## src/rtl/fall_detect_pkg.sv

```systemverilog
// Shared types and defaults for the fall detection classifier: state encoding,
// datapath widths and threshold constants.
package fall_detect_pkg;

    localparam int STATE_W = 3;
    localparam int FEAT_W  = 16;
    localparam int CNT_W   = 5;

    typedef enum logic [STATE_W-1:0] {
        MONITOR     = 3'd0,
        FREEFALL    = 3'd1,
        STILL_CHECK = 3'd2,
        ALERT       = 3'd3
    } state_t;

    localparam logic [FEAT_W-1:0] DEF_FF_TH     = 16'd300;
    localparam int                DEF_FF_MIN     = 3;
    localparam logic [FEAT_W-1:0] DEF_IMPACT_TH = 16'd2000;
    localparam int                DEF_IMPACT_WIN = 10;
    localparam logic [FEAT_W-1:0] DEF_STILL_TH  = 16'd100;
    localparam int                DEF_STILL_MIN  = 5;
    localparam int                DEF_STILL_WIN  = 20;

    // Slots of the internal phase counters.
    localparam int NUM_CNT   = 3;
    localparam int CNT_FF    = 0;
    localparam int CNT_WIN   = 1;
    localparam int CNT_STILL = 2;

endpackage

```

## src/rtl/sat_counter.sv

```systemverilog
// Saturating up-counter with synchronous clear; clear wins over increment.
module sat_counter #(
    parameter int W = 8
) (
    input  logic         clk,
    input  logic         reset_n,
    input  logic         inc,
    input  logic         clr,
    output logic [W-1:0] count
);

    logic [W-1:0] count_reg;

    always_ff @(posedge clk) begin
        if (!reset_n) begin
            count_reg <= '0;
        end else if (clr) begin
            count_reg <= '0;
        end else if (inc && (count_reg != {W{1'b1}})) begin
            count_reg <= count_reg + W'(1);
        end
    end

    assign count = count_reg;

endmodule

```

## src/rtl/fall_classifier.sv

```systemverilog
// Threshold state machine over the feature stream: free-fall, then impact, then
// stillness raises a latched alert; also keeps a saturating fall count.
module fall_classifier
    import fall_detect_pkg::*;
#(
    parameter logic [FEAT_W-1:0] FF_TH      = DEF_FF_TH,
    parameter int                FF_MIN     = DEF_FF_MIN,
    parameter logic [FEAT_W-1:0] IMPACT_TH  = DEF_IMPACT_TH,
    parameter int                IMPACT_WIN = DEF_IMPACT_WIN,
    parameter logic [FEAT_W-1:0] STILL_TH   = DEF_STILL_TH,
    parameter int                STILL_MIN  = DEF_STILL_MIN,
    parameter int                STILL_WIN  = DEF_STILL_WIN
) (
    input  logic              clk,
    input  logic              reset_n,
    input  logic              enable,
    input  logic              feature_valid,
    input  logic [FEAT_W-1:0] feature_mean,
    input  logic [FEAT_W-1:0] feature_std,
    input  logic              alert_ack,
    output logic              fall_alert,
    output logic              fall_event,
    output logic [7:0]        fall_count,
    output logic [STATE_W-1:0] state_dbg
);

    state_t state_reg, state_next;
    logic   alert_reg, alert_next;
    logic   event_reg, event_next;
    logic   count_inc;

    logic [NUM_CNT-1:0] cnt_inc;
    logic [NUM_CNT-1:0] cnt_clr;
    logic [CNT_W-1:0]   cnt_val [NUM_CNT];
    logic [CNT_W-1:0]   cnt_plus [NUM_CNT];

    genvar gi;
    generate
        for (gi = 0; gi < NUM_CNT; gi++) begin : g_phase_cnt
            sat_counter #(.W(CNT_W)) u_cnt (
                .clk     (clk),
                .reset_n (reset_n),
                .inc     (cnt_inc[gi]),
                .clr     (cnt_clr[gi]),
                .count   (cnt_val[gi])
            );
            assign cnt_plus[gi] = cnt_val[gi] + CNT_W'(1);
        end
    endgenerate

    sat_counter #(.W(8)) u_fall_count (
        .clk     (clk),
        .reset_n (reset_n),
        .inc     (count_inc),
        .clr     (1'b0),
        .count   (fall_count)
    );

    logic mean_low, std_impact, std_still;
    assign mean_low   = feature_mean < FF_TH;
    assign std_impact = feature_std > IMPACT_TH;
    assign std_still  = feature_std < STILL_TH;

    always_comb begin
        state_next = state_reg;
        alert_next = alert_reg;
        event_next = 1'b0;
        count_inc  = 1'b0;
        cnt_inc    = '0;
        cnt_clr    = '0;

        if (!enable) begin
            state_next = MONITOR;
            alert_next = 1'b0;
            cnt_clr    = '1;
        end else begin
            case (state_reg)
                MONITOR: begin
                    if (feature_valid) begin
                        if (!mean_low) begin
                            cnt_clr[CNT_FF] = 1'b1;
                        end else if (cnt_plus[CNT_FF] == CNT_W'(FF_MIN)) begin
                            state_next = FREEFALL;
                            cnt_clr    = '1;
                        end else begin
                            cnt_inc[CNT_FF] = 1'b1;
                        end
                    end
                end
                FREEFALL: begin
                    if (feature_valid) begin
                        if (std_impact) begin
                            state_next = STILL_CHECK;
                            cnt_clr    = '1;
                        end else if (cnt_plus[CNT_WIN] == CNT_W'(IMPACT_WIN)) begin
                            state_next = MONITOR;
                            cnt_clr    = '1;
                        end else begin
                            cnt_inc[CNT_WIN] = 1'b1;
                        end
                    end
                end
                STILL_CHECK: begin
                    if (feature_valid) begin
                        // Alert is checked first so it beats a coincident window timeout.
                        if (std_still && (cnt_plus[CNT_STILL] == CNT_W'(STILL_MIN))) begin
                            state_next = ALERT;
                            alert_next = 1'b1;
                            event_next = 1'b1;
                            count_inc  = 1'b1;
                            cnt_clr    = '1;
                        end else if (cnt_plus[CNT_WIN] == CNT_W'(STILL_WIN)) begin
                            state_next = MONITOR;
                            cnt_clr    = '1;
                        end else begin
                            cnt_inc[CNT_WIN] = 1'b1;
                            if (std_still) begin
                                cnt_inc[CNT_STILL] = 1'b1;
                            end else begin
                                cnt_clr[CNT_STILL] = 1'b1;
                            end
                        end
                    end
                end
                ALERT: begin
                    if (alert_ack) begin
                        state_next = MONITOR;
                        alert_next = 1'b0;
                        cnt_clr    = '1;
                    end
                end
                default: begin
                    state_next = MONITOR;
                    alert_next = 1'b0;
                    cnt_clr    = '1;
                end
            endcase
        end
    end

    always_ff @(posedge clk) begin
        if (!reset_n) begin
            state_reg <= MONITOR;
            alert_reg <= 1'b0;
            event_reg <= 1'b0;
        end else begin
            state_reg <= state_next;
            alert_reg <= alert_next;
            event_reg <= event_next;
        end
    end

    assign fall_alert = alert_reg;
    assign fall_event = event_reg;
    assign state_dbg  = state_reg;

endmodule

```

## config.mk

```make
export PLATFORM = sky130hd
export DESIGN_NAME = fall_classifier
export DESIGN_NICKNAME = d
export VERILOG_FILES = /design/src/rtl/fall_detect_pkg.sv /design/src/rtl/sat_counter.sv /design/src/rtl/fall_classifier.sv
export SDC_FILE = /design/constraint.sdc
export NUM_CORES = 1
export LEC_CHECK = 0
export BUFFER_PORTS_ARGS = -buffer_cell sky130_fd_sc_hd__buf_2
export CORE_MARGIN = 8
export CORE_UTILIZATION = 30
export DETAILED_ROUTE_END_ITERATION = 8
export PLACE_DENSITY = 0.61
export SETUP_SLACK_MARGIN = 0.15
export SYNTH_ARGS = -nofsm -noshare
export SYNTH_HDL_FRONTEND = slang
export SYNTH_SLANG_ARGS = --single-unit
```

## constraint.sdc

```tcl
create_clock -name clk -period 2.9 [get_ports clk]
set_input_delay 0.29 -clock clk [delete_from_list [all_inputs] [get_ports clk]]
set_output_delay 0.29 -clock clk [all_outputs]
set_load 0.02 [all_outputs]
```

==> summary.md <==
| Metric | Value |
|---|---|
| Setup violations, final | `0` |
| WL final | `4160 um` |
| Post-synth net total | `264` |
| CP Capture Type | `register` |
| Lkg Pwr | `0.8961 nW` |
| Io pins | `50` |
| Critical path arrival | `2.73 ns` |
| Total GRT Usage | `9.604%` |
| RD Place Congestion | `0.7667` |
| PostCTS Resize Cnt | `0` |
| Worst min path class | `in2reg` |
| Worst-path clk slew | `0.09 ns` |
| Setup Buffers After CTS | `0` |
| Nets | `312` |
| Fin crit share | `87.06%` |
| Die Area | `8807 um^2` |
| Die H | `93.85 um` |
| Largest net degree at the start of global routing | `16` |
| Initial antenna violation count | `0` |
| Post-DR wirelength/cell | `12.46 um` |
| Dpl hpwl | `3421 um` |
| Register area share after synthesis | `29.73%` |
| Final std cell area, no fill | `2176 um^2` |
| Initial Util | `30.89%` |
| Port Buf Inserts | `46` |
| Share of post-route cells with drive strength above 1 | `26.25%` |
| Slew Limit Fails | `0` |
| Synth Cell Area | `1818 um^2` |
| CP Max Fanout | `7` |
| CTS Hold Bufs | `0` |
| Library cells used by synthesis | `53` |
| Area after DPL | `2126 um^2` |
| Tmin final | `2.525 ns` |
| PwrDens | `293.1 nW/um^2` |
| Critical path data required time | `3.11 ns` |
| Fin util | `36.97%` |
| CTS tree | `done` |
| Number of routed nets with antenna violations | `0` |
| Setup CP Type | `reg2reg` |
| Setup_tns | `0 ns` |
| CTS sink cnt | `27` |
| Max_cap viols | `0` |
| Synth Flop Type | `dfxtp_1` |
| Vias in the first global route | `1,596` |
| EDFF count, synth | `0` |
| Cells after Synth | `212` |
| Synthesized flop and latch total | `27` |
| Row count | `28` |
| Synth Area per Inst | `8.575 um^2` |
| Total CTS buffers | `3` |
| Setup ws final | `0.3754 ns` |
| Layout Skew | `0.005329 ns` |
| Status | `finished clean` |
| DRC | `0` |
| RSZ-0062 raised after global routing | `no` |
| Die X | `93.85 um` |
| Final hold slack | `0.3495 ns` |
| Max Clk Rate | `0.3961 GHz` |
| Pre-antenna DRT Iters | `4` |
| Max reg flops | `15` |
| Detail-routed via count per cell | `4.862` |
| Congestion Overflow GR | `0` |
| Inserted Diodes | `0` |
| Initial DRC count | `66` |
| Area grow syn2layout | `19.68%` |
| Vias after detailed routing | `1,624` |
| Asr flop ratio synth | `0%` |
| Core Area | `5886 um^2` |
| YS warnings | `0` |
| Startpoint types | `register` |
| Worst-Skew Late Latency | `0.27 ns` |
| First-pass GRT wire length | `6982 um` |
| Dpl ws | `0.3762 ns` |
| Clock tree buffer depth | `2` |
| Peak VDD IR | `0.2170 mV` |
| Root Buffer | `clkbuf_8` |
| CTS H-tree lvls | `1` |
| Fin. Hold Viols | `0` |
## worst max-delay path, stage by stage (launching register included)
cell      delay [ns]
dfxtp_1         0.40
ha_1            0.26
and3_1          0.19
ha_1            0.31
nand2_1         0.06
a211oi_1        0.37
a21oi_2         0.09
a22o_1          0.28
a211oi_2        0.27
mux2i_1         0.22
## through the flow
stage,power [mW],cells
after floorplan,0.4000,212
after global placement,0.4296,330
after detailed placement,0.4300,330
after CTS,0.6486,334
after global routing,0.6699,334
final,0.6378,334
## layout make-up
cell class	count	area, um^2
clock buffer	3	41.29
inverter	11	41.29
sequential	27	540.5
clock inverter	1	5.005
timing repair buffer	48	245.2
fill	626	3710
multi-input combinational	169	1209
tap	75	93.84
## routing by layer
metal | wire [um] | part of all wire [%] | global-route usage, %
met1 | 1840 | 44 | 10.38
met2 | 2138 | 51 | 17.74
met3 | 160 | 3.8 | 3.038
met4 | 21 | 0.50 | 1.982
met5 | 0 | 0 | 0
## power by group
part	internal, mW	switching (mW)
Clock	0.0964	0.121
Sequential	0.370	0.00000758
Combinational	0.0257	0.0247
Total	0.492	0.145
## synth_stat cells, drive strengths merged, types with 2 or more instances
cell type / count / share of area [%]
a211o: 2 / 0.96
a211oi: 4 / 1.9
a21boi: 2 / 0.83
a21oi: 7 / 1.9
a22oi: 4 / 1.7
a31o: 2 / 0.96
a31oi: 2 / 0.69
a41oi: 2 / 0.96
and2: 5 / 1.8
and3: 7 / 2.4
and4: 3 / 1.6
buf: 3 / 1.3
clkbuf: 2 / 0.41
dfxtp: 27 / 30
ha: 15 / 10
inv: 11 / 2.3
mux2i: 5 / 2.8
nand2: 15 / 3.1
nand2b: 3 / 1.0
nand3: 8 / 2.9
nand4: 6 / 2.1
nor2: 21 / 4.3
nor2b: 4 / 1.4
nor3: 5 / 1.4
nor4: 2 / 1.5
nor4bb: 2 / 1.1
o21ai: 7 / 1.9
or2: 2 / 0.69
or3: 6 / 2.1
xnor2: 7 / 3.4
xor2: 7 / 3.4
## worst paths after layout
path,start,to,slack (ns),depth (start not counted)
max,g_phase_cnt[1].u_cnt.count[0],state_dbg[0],0.38,9
min,reset_n,u_fall_count.count[1],0.35,2
max reg2reg,g_phase_cnt[1].u_cnt.count[0],state_dbg[0],0.38,9
min reg2reg,g_phase_cnt[1].u_cnt.count[4],g_phase_cnt[1].u_cnt.count[4],0.47,2
## placed cells by master (no fill, tap or decap), drive strengths merged, types with 2 or more instances in the layout
master,count
nor4,2
mux2i,5
a31oi,2
nor2,21
xnor2,7
or3,6
ha,15
a211oi,4
nor3,5
nand3,8
and4,3
a31o,2
clkbuf,3
nor4bb,2
nor2b,4
a21boi,2
nand4,6
or2,2
inv,11
xor2,7
dfxtp,27
o21ai,7
a211o,2
and3,7
a41oi,2
buf,48
a22oi,4
a21oi,7
and2,5
nand2b,3
nand2,15
## logic make-up after synthesis
group                    synth area share, %
AND/OR/NAND/NOR                        29.46
AO/OA/AOI/OAI                          16.79
flip-flops                             29.73
buffers and inverters                  3.992
adder cells (fa/ha/maj)                10.32
XOR/XNOR                               6.745
multiplexers                           2.753
other                                 0.2063
Note: power is estimated with default switching activity, not from simulation.
